## config.mk

```make
export PLATFORM = sky130hd
export DESIGN_NAME = ann_result_collector_flat
export DESIGN_NICKNAME = d
export VERILOG_FILES = /design/src/rtl/ann_result_collector_if.sv /design/src/rtl/ann_result_collector.sv /design/src/flat_wrapper.sv
export SDC_FILE = /design/constraint.sdc
export NUM_CORES = 1
export LEC_CHECK = 0
export BUFFER_PORTS_ARGS = -buffer_cell sky130_fd_sc_hd__buf_2
export CORE_UTILIZATION = 33
export CTS_CLUSTER_SIZE = 28
export DETAILED_ROUTE_END_ITERATION = 16
export GPL_ROUTABILITY_DRIVEN = 1
export HOLD_SLACK_MARGIN = 0.15
export SYNTH_ARGS = -nofsm -noshare
export SYNTH_HDL_FRONTEND = slang
export SYNTH_SLANG_ARGS = --single-unit
export TNS_END_PERCENT = 1
```

## constraint.sdc

```tcl
create_clock -name wb_clk_i -period 1.9 [get_ports wb_clk_i]
set_input_delay 0.285 -clock wb_clk_i [delete_from_list [all_inputs] [get_ports wb_clk_i]]
set_output_delay 0.285 -clock wb_clk_i [all_outputs]
set_load 0.01 [all_outputs]
```

## src/rtl/ann_result_collector_if.sv

```systemverilog
// Output-FIFO read port and result-RAM write port of ann_result_collector.
// master = collector side, slave = FIFO/RAM side.
interface ann_result_collector_if #(
  parameter int DATA_WIDTH = 11,
  parameter int ADDR_WIDTH = 9
);
  logic                  out_fifo_rempty_n;
  logic [DATA_WIDTH-1:0] out_fifo_rdata;
  logic                  out_fifo_deq;
  logic                  res_wen;
  logic [ADDR_WIDTH-1:0] res_waddr;
  logic [DATA_WIDTH-1:0] res_wdata;

  modport master (
    input  out_fifo_rempty_n, out_fifo_rdata,
    output out_fifo_deq, res_wen, res_waddr, res_wdata
  );

  modport slave (
    output out_fifo_rempty_n, out_fifo_rdata,
    input  out_fifo_deq, res_wen, res_waddr, res_wdata
  );
endinterface

```

## src/rtl/ann_result_collector.sv

```systemverilog
// Drains blocked-scan-order results from the accelerator FIFO into a row-major result RAM.
// Optional sticky surplus-data flag built only when ANN_COLLECT_OVERRUN_CHECK_EN is defined.
module ann_result_collector #(
  parameter int DATA_WIDTH = 11,
  parameter int ROW_SIZE   = 26,
  parameter int COL_SIZE   = 19,
  parameter int BLOCKING   = 4,
  parameter int NUM_QUERYS = ROW_SIZE * COL_SIZE,
  parameter int ADDR_WIDTH = $clog2(NUM_QUERYS)
) (
  input  logic                          wb_clk_i,
  input  logic                          wb_rst_i,
  input  logic                          start_i,
  ann_result_collector_if.master        fifo,
  output logic                          busy_o,
  output logic                          done_o,
  output logic                          overrun_o
);

  localparam int HALF  = ROW_SIZE / 2;
  localparam int XBLK  = (HALF + BLOCKING - 1) / BLOCKING;
  localparam int LASTW = HALF - (XBLK - 1) * BLOCKING;
  localparam int XW    = (XBLK > 1) ? $clog2(XBLK) : 1;
  localparam int YW    = (COL_SIZE > 1) ? $clog2(COL_SIZE) : 1;
  localparam int XIW   = (BLOCKING > 1) ? $clog2(BLOCKING) : 1;

  typedef enum logic [1:0] {IDLE, COLLECT, DONE} state_e;

  state_e                state_q, state_d;
  logic                  px_q, px_d;
  logic [XW-1:0]         x_q, x_d;
  logic [YW-1:0]         y_q, y_d;
  logic [XIW-1:0]        xi_q, xi_d;
  logic [ADDR_WIDTH-1:0] row_base_q, row_base_d;
  logic [ADDR_WIDTH-1:0] blk_base_q, blk_base_d;
  logic                  wen_q, wen_d;
  logic [ADDR_WIDTH-1:0] waddr_q, waddr_d;
  logic [DATA_WIDTH-1:0] wdata_q, wdata_d;

  logic                  deq;
  logic                  start_ok;
  logic                  x_last, y_last, xi_last, last_deq;
  logic [ADDR_WIDTH-1:0] cur_addr;

  assign start_ok = start_i && (state_q != COLLECT);
  assign x_last   = (x_q == XW'(XBLK - 1));
  assign y_last   = (y_q == YW'(COL_SIZE - 1));
  assign xi_last  = x_last ? (xi_q == XIW'(LASTW - 1)) : (xi_q == XIW'(BLOCKING - 1));
  assign last_deq = deq && px_q && x_last && y_last && xi_last;
  // Row base tracks y*ROW_SIZE, block base tracks px*HALF + x*BLOCKING.
  assign cur_addr = row_base_q + blk_base_q + ADDR_WIDTH'(xi_q);

  // State register and all datapath flops share one synchronous reset.
  always_ff @(posedge wb_clk_i) begin
    // NOTE: sequential state uses non-blocking assignments so every flop samples pre-edge values.
    if (wb_rst_i) begin
      state_q    <= IDLE;
      px_q       <= 1'b0;
      x_q        <= '0;
      y_q        <= '0;
      xi_q       <= '0;
      row_base_q <= '0;
      blk_base_q <= '0;
      wen_q      <= 1'b0;
      waddr_q    <= '0;
      wdata_q    <= '0;
    end else begin
      state_q    <= state_d;
      px_q       <= px_d;
      x_q        <= x_d;
      y_q        <= y_d;
      xi_q       <= xi_d;
      row_base_q <= row_base_d;
      blk_base_q <= blk_base_d;
      wen_q      <= wen_d;
      waddr_q    <= waddr_d;
      wdata_q    <= wdata_d;
    end
  end

  always_comb begin
    // NOTE: default every always_comb output first so no path infers a latch.
    state_d = state_q;
    unique case (state_q)
      IDLE, DONE: if (start_i)  state_d = COLLECT;
      COLLECT:    if (last_deq) state_d = DONE;
      default:                  state_d = IDLE;
    endcase
  end

  always_comb begin
    deq    = (state_q == COLLECT) && fifo.out_fifo_rempty_n;
    busy_o = (state_q == COLLECT);
    done_o = (state_q == DONE);
  end

  // Counter nest, innermost first: xi, y, x, px.
  always_comb begin
    px_d       = px_q;
    x_d        = x_q;
    y_d        = y_q;
    xi_d       = xi_q;
    row_base_d = row_base_q;
    blk_base_d = blk_base_q;
    if (start_ok) begin
      px_d       = 1'b0;
      x_d        = '0;
      y_d        = '0;
      xi_d       = '0;
      row_base_d = '0;
      blk_base_d = '0;
    end else if (deq) begin
      if (!xi_last) begin
        xi_d = xi_q + 1'b1;
      end else begin
        xi_d = '0;
        if (!y_last) begin
          y_d        = y_q + 1'b1;
          row_base_d = row_base_q + ADDR_WIDTH'(ROW_SIZE);
        end else begin
          y_d        = '0;
          row_base_d = '0;
          if (!x_last) begin
            x_d        = x_q + 1'b1;
            blk_base_d = blk_base_q + ADDR_WIDTH'(BLOCKING);
          end else begin
            x_d        = '0;
            px_d       = ~px_q;
            blk_base_d = px_q ? '0 : ADDR_WIDTH'(HALF);
          end
        end
      end
    end
  end

  always_comb begin
    wen_d   = deq;
    waddr_d = deq ? cur_addr : waddr_q;
    wdata_d = deq ? fifo.out_fifo_rdata : wdata_q;
  end

  assign fifo.out_fifo_deq = deq;
  assign fifo.res_wen      = wen_q;
  assign fifo.res_waddr    = waddr_q;
  assign fifo.res_wdata    = wdata_q;

`ifdef ANN_COLLECT_OVERRUN_CHECK_EN
  logic overrun_q, overrun_d;

  // start_i wins over a same-cycle set so data already queued at arm time is not flagged.
  always_comb begin
    overrun_d = overrun_q;
    if (start_i)
      overrun_d = 1'b0;
    else if (fifo.out_fifo_rempty_n && (state_q != COLLECT))
      overrun_d = 1'b1;
  end

  always_ff @(posedge wb_clk_i) begin
    if (wb_rst_i) overrun_q <= 1'b0;
    else          overrun_q <= overrun_d;
  end

  assign overrun_o = overrun_q;
`else
  assign overrun_o = 1'b0;
`endif

endmodule

```

## src/flat_wrapper.sv

```systemverilog
// flat-port wrapper written by rule: the top's interface ports become plain ports
module ann_result_collector_flat 
#(
  parameter int DATA_WIDTH = 11,
  parameter int ROW_SIZE   = 26,
  parameter int COL_SIZE   = 19,
  parameter int BLOCKING   = 4,
  parameter int NUM_QUERYS = ROW_SIZE * COL_SIZE,
  parameter int ADDR_WIDTH = $clog2(NUM_QUERYS)
)
  (wb_clk_i, wb_rst_i, start_i, busy_o, done_o, overrun_o, fifo_out_fifo_rempty_n, fifo_out_fifo_rdata, fifo_out_fifo_deq, fifo_res_wen, fifo_res_waddr, fifo_res_wdata);
  ann_result_collector_if #(.DATA_WIDTH(DATA_WIDTH), .ADDR_WIDTH(ADDR_WIDTH)) fifo_i ();
  input  logic wb_clk_i;
  input  logic wb_rst_i;
  input  logic start_i;
  output logic busy_o;
  output logic done_o;
  output logic overrun_o;
  input wire logic [$bits(fifo_i.out_fifo_rempty_n)-1:0] fifo_out_fifo_rempty_n;
  input wire logic [$bits(fifo_i.out_fifo_rdata)-1:0] fifo_out_fifo_rdata;
  output wire logic [$bits(fifo_i.out_fifo_deq)-1:0] fifo_out_fifo_deq;
  output wire logic [$bits(fifo_i.res_wen)-1:0] fifo_res_wen;
  output wire logic [$bits(fifo_i.res_waddr)-1:0] fifo_res_waddr;
  output wire logic [$bits(fifo_i.res_wdata)-1:0] fifo_res_wdata;
  assign fifo_i.out_fifo_rempty_n = fifo_out_fifo_rempty_n;
  assign fifo_i.out_fifo_rdata = fifo_out_fifo_rdata;
  assign fifo_out_fifo_deq = fifo_i.out_fifo_deq;
  assign fifo_res_wen = fifo_i.res_wen;
  assign fifo_res_waddr = fifo_i.res_waddr;
  assign fifo_res_wdata = fifo_i.res_wdata;
  ann_result_collector #(.DATA_WIDTH(DATA_WIDTH), .ROW_SIZE(ROW_SIZE), .COL_SIZE(COL_SIZE), .BLOCKING(BLOCKING), .NUM_QUERYS(NUM_QUERYS), .ADDR_WIDTH(ADDR_WIDTH)) u_core (.wb_clk_i(wb_clk_i), .wb_rst_i(wb_rst_i), .start_i(start_i), .fifo(fifo_i), .busy_o(busy_o), .done_o(done_o), .overrun_o(overrun_o));
endmodule
```

==> summary.txt, run 1 <==
Status
  • Result of the run: completed

Power and ir drop
  • Power per cell area: 572 nW/um^2
  • VDD IR-drop max: 0.310 mV
  • Static power due to leakage: 1.27 nW
  • Switch share: 0.257
  • Flop pwr share: 0.574
  • Clock power frac: 0.347
  • Net switching component of the power: 0.469 mW
  • Combinational group share of total power: 0.078
  • Internal power of the cells: 1.36 mW

Global route
  • Via count of the first global-routing pass: 2003
  • Global-route total usage across every layer: 0.135
  • Total overflow reported by the global router: 0
  • Maximum number of pins on one net before global-route repair: 24
  • Number of antenna violations at the first check in global routing: 0
  • Global-route wire length before repair: 8.85 mm

Min path
  • Destination of the worst hold path: u_core.fifo.res_wdata[3]
  • Hold depth: 3
  • Worst Min Path Start: fifo_out_fifo_rdata[3]
  • Hold crit path type: primary input to flop

STA
  • Final count of negative-setup-slack endpoints: 0
  • RSZ-0062 raised after global routing: true
  • Period minus WS final: 1.84 ns
  • Setup TNS: 0 ns
  • Period Utilization, post-route: 0.969
  • Highest Clock Rate: 543 MHz
  • Total count of hold-check failures in the final report: 0
  • Slew Limit Fails: 0
  • Layout Skew: 0.00436 ns
  • Final worst setup slack: 0.0598 ns

Synth
  • Leading area contributor after synthesis: sky130_fd_sc_hd__dfxtp_1
  • Synth area leaders: sky130_fd_sc_hd__dfxtp_1 (38%), sky130_fd_sc_hd__ha_1 (11%), sky130_fd_sc_hd__a21oi_1 (5.3%), sky130_fd_sc_hd__nand2_1 (5.3%), sky130_fd_sc_hd__xnor2_1 (5.1%)
  • Number of warnings printed during yosys synthesis: 0
  • Instance count of the mapped netlist: 283
  • Netlist Area Pre-Place: 2560 sq um
  • Share of the synthesized area in the top cell type: 0.384
  • Most used DFF post-synth: sky130_fd_sc_hd__dfxtp_1
  • Number of enable-type register cells in the synthesized netlist: 0
  • Synth Area per Inst: 9.03 sq um
  • Number of nets in the synthesized netlist: 322
  • Async set-reset flop share out of synthesis: 0
  • Library cells used by synthesis: 48
  • Flip-flop and latch count after synthesis: 49
  • Share of the yosys chip area belonging to registers: 0.384

Critical path
  • Slowest stage cell on the critical path: sky130_fd_sc_hd__dfxtp_1
  • CP endpoint kind: flop
  • Worst endpoint data arrival time: 2.03 ns
  • Kind of start point of the critical path: flop
  • Critical path class: flop to flop
  • WP data required: 2.09 ns
  • Cells along the critical path: ha_1 > ha_4 > nor2b_2 > o21a_1 > o311ai_0 > o211ai_1
  • Worst Path Max Fanout: 4
  • Startpoint of the lowest-slack register-to-register path: u_core.blk_base_q[3]
  • Worst reg2reg endpoint: u_core.fifo.res_waddr[7]
  • Setup slack of the worst register-to-register path: 0.06 ns
  • Path depth of the worst reg2reg path: 6
  • Slowest cell delay on critical path: 0.33 ns

Clock network
  • H-tree depth: 2
  • Clock root buffer master: sky130_fd_sc_hd__clkbuf_8
  • CTS tree: done
  • Clock-pin slew on the worst setup and hold paths: 0.10 ns
  • Cts bufs inserted: 5
  • Number of sinks on the clock net: 49
  • CTS max path bufs: 2
  • Skew-Pair Late Insertion Delay: 0.31 ns
  • Hold buffer count at CTS: 0

Cells and area
  • Synthesis-to-finish area growth: 24.9%
  • Fill cell total of the finished layout: 736
  • Number of nets at the end of the flow: 385
  • Antenna diode count: 0
  • Footprint of the multi-input gates: 1520 sq um
  • Layout cell share with drive strength beyond 1: 0.311
  • Area of all sequential standard cells: 988 sq um

Route
  • Number of DRC markers after the initial detailed-route iteration: 57
  • Drc violations: 0
  • 1st-pass router iterations: 4
  • Average wire per standard cell: 12.1 microns
  • Via Count: 2185
  • Average vias per placed instance: 4.90
  • Detailed Route WL: 5.39 mm
  • Routed Antenna Nets: 0

Placement
  • Global placer's final weighted congestion: 0.798
  • IO buf count: 38
  • Placed wire-length estimate: 4.07 mm
  • Worst slack after detailed placement: -0.0451 ns

Floorplan
  • Standard-cell row count: 31
  • Standard cell core area: 7370 sq um
  • Full die area: 8100 sq um
  • Die Height: 90.0 microns
  • Die outline width: 90.0 microns
  • Number of primary I/O pins: 40
  • Starting Density: 0.347

Run
  • Number of max-cap violations: 0
==> critical path: cells and delay by family (launching register included) <==
family	cells	cell delay, ns
simple gates	1	0.16
fa+ha+maj	2	0.60
flops	1	0.33
compound gates	3	0.63
==> worst max-delay path by stage <==
stage                               from                        to  slack, ns  depth (start not counted)
floorplan           u_core.row_base_q[1]  u_core.fifo.res_waddr[5]       0.07                          8
global placement    u_core.row_base_q[1]  u_core.fifo.res_waddr[5]       0.05                          8
detailed placement        u_core.xi_q[0]  u_core.fifo.res_waddr[5]      -0.05                          8
CTS                       u_core.xi_q[1]  u_core.fifo.res_waddr[5]      -0.02                          8
global route              u_core.xi_q[1]  u_core.fifo.res_waddr[5]      -0.06                          8
finish              u_core.blk_base_q[3]  u_core.fifo.res_waddr[7]       0.06                          6
==> power groups by stage <==
| stage | clock network [mW] | logic [mW] | registers [mW] |
|---|---|---|---|
| detailed placement | 0 | 0.137 | 1.07 |
| floorplan | 0 | 0.0707 | 1.08 |
| global placement | 0 | 0.137 | 1.07 |
| CTS | 0.659 | 0.138 | 1.05 |
| global route | 0.702 | 0.159 | 1.05 |
| finish | 0.634 | 0.143 | 1.05 |
==> repair_timing <==
action                                 in CTS  in global routing
gates resized for setup                    11                  8
setup endpoints to repair                   2                 11
pin swaps                                   6                  3
setup buffers                               2                  3
endpoints found under the hold margin       0                  0
==> cell families after synthesis <==
kind of cell,count (synthesis),synth area share
AOI/OAI and AO/OA,56,0.143
xor gates and xnor gates,19,0.0651
adders and majority gates,24,0.120
buffers and inverters,25,0.0475
DFF,49,0.384
muxes,3,0.0171
other,1,0.00147
and+or+nand+nor,106,0.222
==> through the flow <==
step | utilization | area [sq um] | hold WS [ns] | power, mW | cells
6_report | 0.433 | 3190 | 0.200 | 1.83 | 446
5_1_grt | 0.433 | 3190 | 0.201 | 1.91 | 446
4_1_cts | 0.425 | 3130 | 0.190 | 1.85 | 443
3_5_place_dp | 0.406 | 2990 | 0.445 | 1.21 | 433
3_3_place_gp | 0.406 | 2990 | 0.439 | 1.21 | 433
2_1_floorplan | - | 2560 | 0.381 | 1.15 | 283
==> registers in the layout (all words and copies together) (netlist names) <==
| name | count |
|---|---|
| u_core.fifo.res_wdata | 11 |
| u_core.fifo.res_waddr | 9 |
| u_core.blk_base_q | 8 |
| u_core.row_base_q | 8 |
| u_core.y_q | 5 |
| u_core.state_q | 2 |
| u_core.x_q | 2 |
| u_core.xi_q | 2 |
| u_core.fifo.res_wen | 1 |
| u_core.px_q | 1 |
==> layout make-up <==
class	instances	share of cell area
Clock buffer	5	0.0216
Clock inverter	3	0.00706
Inverter	12	0.0153
Multi-Input combinational cell	209	0.475
Sequential cell	49	0.310
Tap cell	99	0.0388
Timing Repair Buffer	69	0.132
==> Yosys cell counts, types with 4 or more instances <==
cell type and count:
sky130_fd_sc_hd__dfxtp_1 49, sky130_fd_sc_hd__xor2_1 4, sky130_fd_sc_hd__xnor2_1 15, sky130_fd_sc_hd__nor2_1 23
sky130_fd_sc_hd__nor4_2 5, sky130_fd_sc_hd__nand4_1 5, sky130_fd_sc_hd__buf_2 4, sky130_fd_sc_hd__ha_1 23
sky130_fd_sc_hd__o21ai_0 5, sky130_fd_sc_hd__a21oi_1 27, sky130_fd_sc_hd__inv_1 12, sky130_fd_sc_hd__nor3_1 8
sky130_fd_sc_hd__clkbuf_1 4, sky130_fd_sc_hd__nor2b_1 4, sky130_fd_sc_hd__nand3_1 10, sky130_fd_sc_hd__nand2_1 36
sky130_fd_sc_hd__nand2b_1 5
==> metal layers <==
layer	track usage	wire, microns
met1	0.165	2570
met2	0.226	2490
met3	0.0415	232
met4	0.0417	102
met5	0	0
==> cells in the final DEF, fill, tap and decap left out, types with 2 or more instances in the layout <==
cell | Yosys | routed
sky130_fd_sc_hd__a211oi_1 | 3 | 3
sky130_fd_sc_hd__a21oi_1 | 27 | 25
sky130_fd_sc_hd__a21oi_2 | 0 | 2
sky130_fd_sc_hd__a311oi_1 | 3 | 3
sky130_fd_sc_hd__a31o_2 | 2 | 2
sky130_fd_sc_hd__buf_2 | 4 | 38
sky130_fd_sc_hd__buf_4 | 2 | 31
sky130_fd_sc_hd__clkbuf_8 | 0 | 5
sky130_fd_sc_hd__clkinvlp_4 | 0 | 4
sky130_fd_sc_hd__dfxtp_1 | 49 | 45
sky130_fd_sc_hd__dfxtp_2 | 0 | 3
sky130_fd_sc_hd__ha_1 | 23 | 17
sky130_fd_sc_hd__ha_2 | 0 | 3
sky130_fd_sc_hd__ha_4 | 0 | 3
sky130_fd_sc_hd__inv_1 | 12 | 10
sky130_fd_sc_hd__nand2_1 | 36 | 36
sky130_fd_sc_hd__nand2b_1 | 5 | 5
sky130_fd_sc_hd__nand3_1 | 10 | 9
sky130_fd_sc_hd__nand4_1 | 5 | 5
sky130_fd_sc_hd__nor2_1 | 23 | 23
sky130_fd_sc_hd__nor2b_1 | 4 | 3
sky130_fd_sc_hd__nor3_1 | 8 | 8
sky130_fd_sc_hd__nor4_2 | 5 | 5
sky130_fd_sc_hd__o211ai_1 | 2 | 2
sky130_fd_sc_hd__o21a_1 | 3 | 3
sky130_fd_sc_hd__o21ai_0 | 5 | 5
sky130_fd_sc_hd__o311ai_0 | 3 | 3
sky130_fd_sc_hd__o41ai_1 | 2 | 2
sky130_fd_sc_hd__xnor2_1 | 15 | 15
sky130_fd_sc_hd__xor2_1 | 4 | 4
(Power assumes the default switching activity.)
==> run 2: changes to the inputs <==
--- a/config.mk
+++ b/config.mk
@@ -7,6 +7,7 @@
 export LEC_CHECK = 0
 export BUFFER_PORTS_ARGS = -buffer_cell sky130_fd_sc_hd__buf_2
 export CORE_UTILIZATION = 33
+export CTS_BUF_LIST = sky130_fd_sc_hd__clkbuf_2
 export CTS_CLUSTER_SIZE = 28
 export DETAILED_ROUTE_END_ITERATION = 16
 export GPL_ROUTABILITY_DRIVEN = 1
==> run 2 against run 1 <==
The flow now finishes with violations (negative setup slack). Sequential share of layout area decreased by 0.11 points. First-iteration DRC count decreased by 23%. Wire length increased by 2.1%. Die area unchanged. Critical path depth increased by 2. Via count increased by 0.32%. Clock power decreased by 31%. Combinational power increased by 12%. Final area increased by 0.24%. Utilization increased by 0.10 points. Critical path type unchanged. Highest routed layer unchanged.
==> summary.txt, run 2 (same netlist as run 1, synthesis figures left out) <==
Status
  • Result of the run: finished, violations left (was completed)
  • Violations in the final reports: negative setup slack

Global route
  • Total overflow reported by the global router: 0 (unchanged)
  • Via count of the first global-routing pass: 2049 (was 2003)
  • Maximum number of pins on one net before global-route repair: 24 (unchanged)
  • Global-route wire length before repair: 9.00 mm (was 8.85 mm)
  • Global-route total usage across every layer: 0.135 (about the same)
  • Number of antenna violations at the first check in global routing: 0 (unchanged)

Power and ir drop
  • VDD IR-drop max: 0.275 mV (was 0.310 mV)
  • Static power due to leakage: 1.30 nW (was 1.27 nW)
  • Power per cell area: 517 nW/um^2 (was 572 nW/um^2)
  • Tot Pwr: 1.65 mW (was 1.83 mW)

STA
  • RSZ-0062 raised after global routing: true (unchanged)
  • Final worst setup slack: -0.0265 ns (was 0.0598 ns)
  • Total count of hold-check failures in the final report: 0 (unchanged)
  • Smallest hold slack: 0.279 ns (was 0.200 ns)
  • Slew Limit Fails: 0 (unchanged)
  • Layout Skew: 0.0167 ns (was 0.00436 ns)
  • Period Utilization, post-route: 1.01 (was 0.969)
  • Period minus WS final: 1.93 ns (was 1.84 ns)
  • Highest Clock Rate: 519 MHz (was 543 MHz)
  • Final count of negative-setup-slack endpoints: 3 (was 0)

Run
  • Number of max-cap violations: 0 (unchanged)

Critical path
  • WP data required: 2.22 ns (was 2.09 ns)
  • Worst endpoint data arrival time: 2.24 ns (was 2.03 ns)
  • Setup slack of the worst register-to-register path: -0.03 ns (was 0.06 ns)
  • CP endpoint kind: flop (unchanged)
  • Critical path class: flop to flop (unchanged)
  • Worst Path Max Fanout: 4 (unchanged)
  • Kind of start point of the critical path: flop (unchanged)

Clock network
  • CTS tree: done (unchanged)
  • H-tree depth: 2 (unchanged)
  • Number of sinks on the clock net: 49 (unchanged)
  • Clock-pin slew on the worst setup and hold paths: 0.27 ns (was 0.10 ns)
  • Cts bufs inserted: 5 (unchanged)
  • Skew-Pair Late Insertion Delay: 0.41 ns (was 0.31 ns)
  • CTS max path bufs: 2 (unchanged)
  • Clock root buffer master: sky130_fd_sc_hd__clkbuf_2 (was sky130_fd_sc_hd__clkbuf_8)

Cells and area
  • Number of nets at the end of the flow: 394 (was 385)
  • Layout cell share with drive strength beyond 1: 0.281 (was 0.311)
  • Antenna diode count: 0 (unchanged)
  • Synthesis-to-finish area growth: 25.2% (was 24.9%)
  • Max reg flops: 11 (unchanged)
  • Most common library cell in the layout ignoring fill and taps: sky130_fd_sc_hd__dfxtp_1 (unchanged)
  • Final standard cell count with taps included and fillers excluded: 455 (was 446)
  • Commonest cells after routing, fill and taps aside: sky130_fd_sc_hd__dfxtp_1 (44), sky130_fd_sc_hd__buf_2 (38), sky130_fd_sc_hd__nand2_1 (36), sky130_fd_sc_hd__buf_4 (28), sky130_fd_sc_hd__a21oi_1 (27) (was sky130_fd_sc_hd__dfxtp_1 (45), sky130_fd_sc_hd__buf_2 (38), sky130_fd_sc_hd__nand2_1 (36), sky130_fd_sc_hd__buf_4 (31), sky130_fd_sc_hd__a21oi_1 (25))
  • Finished Cell Area: 3200 sq um (was 3190 sq um)
  • Fraction of the core area covered by cells at the end of the flow: 0.434 (was 0.433)

Route
  • Met2 WL: 2.55 mm (was 2.49 mm)
  • Average wire per standard cell: 12.1 microns (about the same)
  • Drc violations: 0 (unchanged)
  • Total met3 wirelength after detailed routing: 158 microns (was 232 microns)
  • Topmost layer with routed signal wires: met4 (unchanged)
  • Via Count: 2192 (was 2185)
  • Routed Antenna Nets: 0 (unchanged)
  • 1st-pass router iterations: 4 (unchanged)
  • Number of DRC markers after the initial detailed-route iteration: 44 (was 57)
  • Met1 WL: 2.73 mm (was 2.57 mm)
  • Average vias per placed instance: 4.82 (was 4.90)
  • Detailed Route WL: 5.50 mm (was 5.39 mm)

Placement
  • Placed wire-length estimate: 4.07 mm (unchanged)
  • Placed instance count: 433 (unchanged)
  • Placed cell area: 2990 sq um (unchanged)
  • IO buf count: 38 (unchanged)
  • Global placer's final weighted congestion: 0.798 (unchanged)

Floorplan
  • Die Height: 90.0 microns (unchanged)
  • Full die area: 8100 sq um (unchanged)
  • Standard cell core area: 7370 sq um (unchanged)
  • Die outline width: 90.0 microns (unchanged)
  • Starting Density: 0.347 (unchanged)
  • Standard-cell row count: 31 (unchanged)
  • Number of primary I/O pins: 40 (unchanged)

Min path
  • Hold crit path type: primary input to flop (unchanged)
## run 2: worst paths after layout
kind / from / endpoint / depth (start not counted)
hold / removal: wb_rst_i / u_core.fifo.res_waddr[1] / 3
hold reg to reg: u_core.fifo.res_wdata[9] / u_core.fifo.res_wdata[9] / 2
setup / recovery: u_core.row_base_q[1] / u_core.fifo.res_waddr[7] / 8
setup reg to reg: u_core.row_base_q[1] / u_core.fifo.res_waddr[7] / 8
## run 2: layer usage
| metal | vias up | GRT usage |
|---|---|---|
| li1 | 1138 | - |
| met1 | 1017 | 0.172 |
| met2 | 33 | 0.232 |
| met3 | 4 | 0.0305 |
| met4 | 0 | 0.0336 |
| met5 | - | 0 |
## run 2: where the power goes
group	leakage [nW]	switching, mW	internal (mW)
Sequential	0.398	0.00867	1.05
Combinational	0.884	0.0888	0.0712
Clock	0.0212	0.350	0.0883
Total	1.30	0.448	1.21
## run 2: through the flow
| stage | TNS (ns) | setup slack, ns |
|---|---|---|
| 2_1_floorplan | 0 | 0.0662 |
| 3_3_place_gp | 0 | 0.0499 |
| 3_5_place_dp | -0.0599 | -0.0451 |
| 4_1_cts | -0.136 | -0.0660 |
| 5_1_grt | -0.542 | -0.149 |
| 6_report | -0.0480 | -0.0265 |
## run 2: timing repair
action / CTS / global route
resized for setup: 5 / 7
setup buffers: 1 / 1
hold buffers: 12 / 0
pin swaps: 0 / 3
endpoints found under the setup margin: 4 / 17
hold endpoints to repair: 12 / 0
## run 2: cell type report
| class | count | area (sq um) |
|---|---|---|
| multi-input combinational | 209 | 1470 |
| clock buffer | 5 | 25.0 |
| sequential | 49 | 987 |
| timing repair buffer | 78 | 520 |
| clock inverter | 3 | 22.5 |
| fill | 741 | 4170 |
| inverter | 12 | 48.8 |
| tap | 99 | 124 |
## run 2: worst max-delay path, stage by stage, from the launching register on
cell	delay, ns
sky130_fd_sc_hd__dfxtp_2	0.38
sky130_fd_sc_hd__ha_1	0.28
sky130_fd_sc_hd__ha_2	0.19
sky130_fd_sc_hd__inv_2	0.06
sky130_fd_sc_hd__fa_2	0.21
sky130_fd_sc_hd__nor2b_2	0.05
sky130_fd_sc_hd__o21a_1	0.22
sky130_fd_sc_hd__o311ai_0	0.30
sky130_fd_sc_hd__o211ai_1	0.14
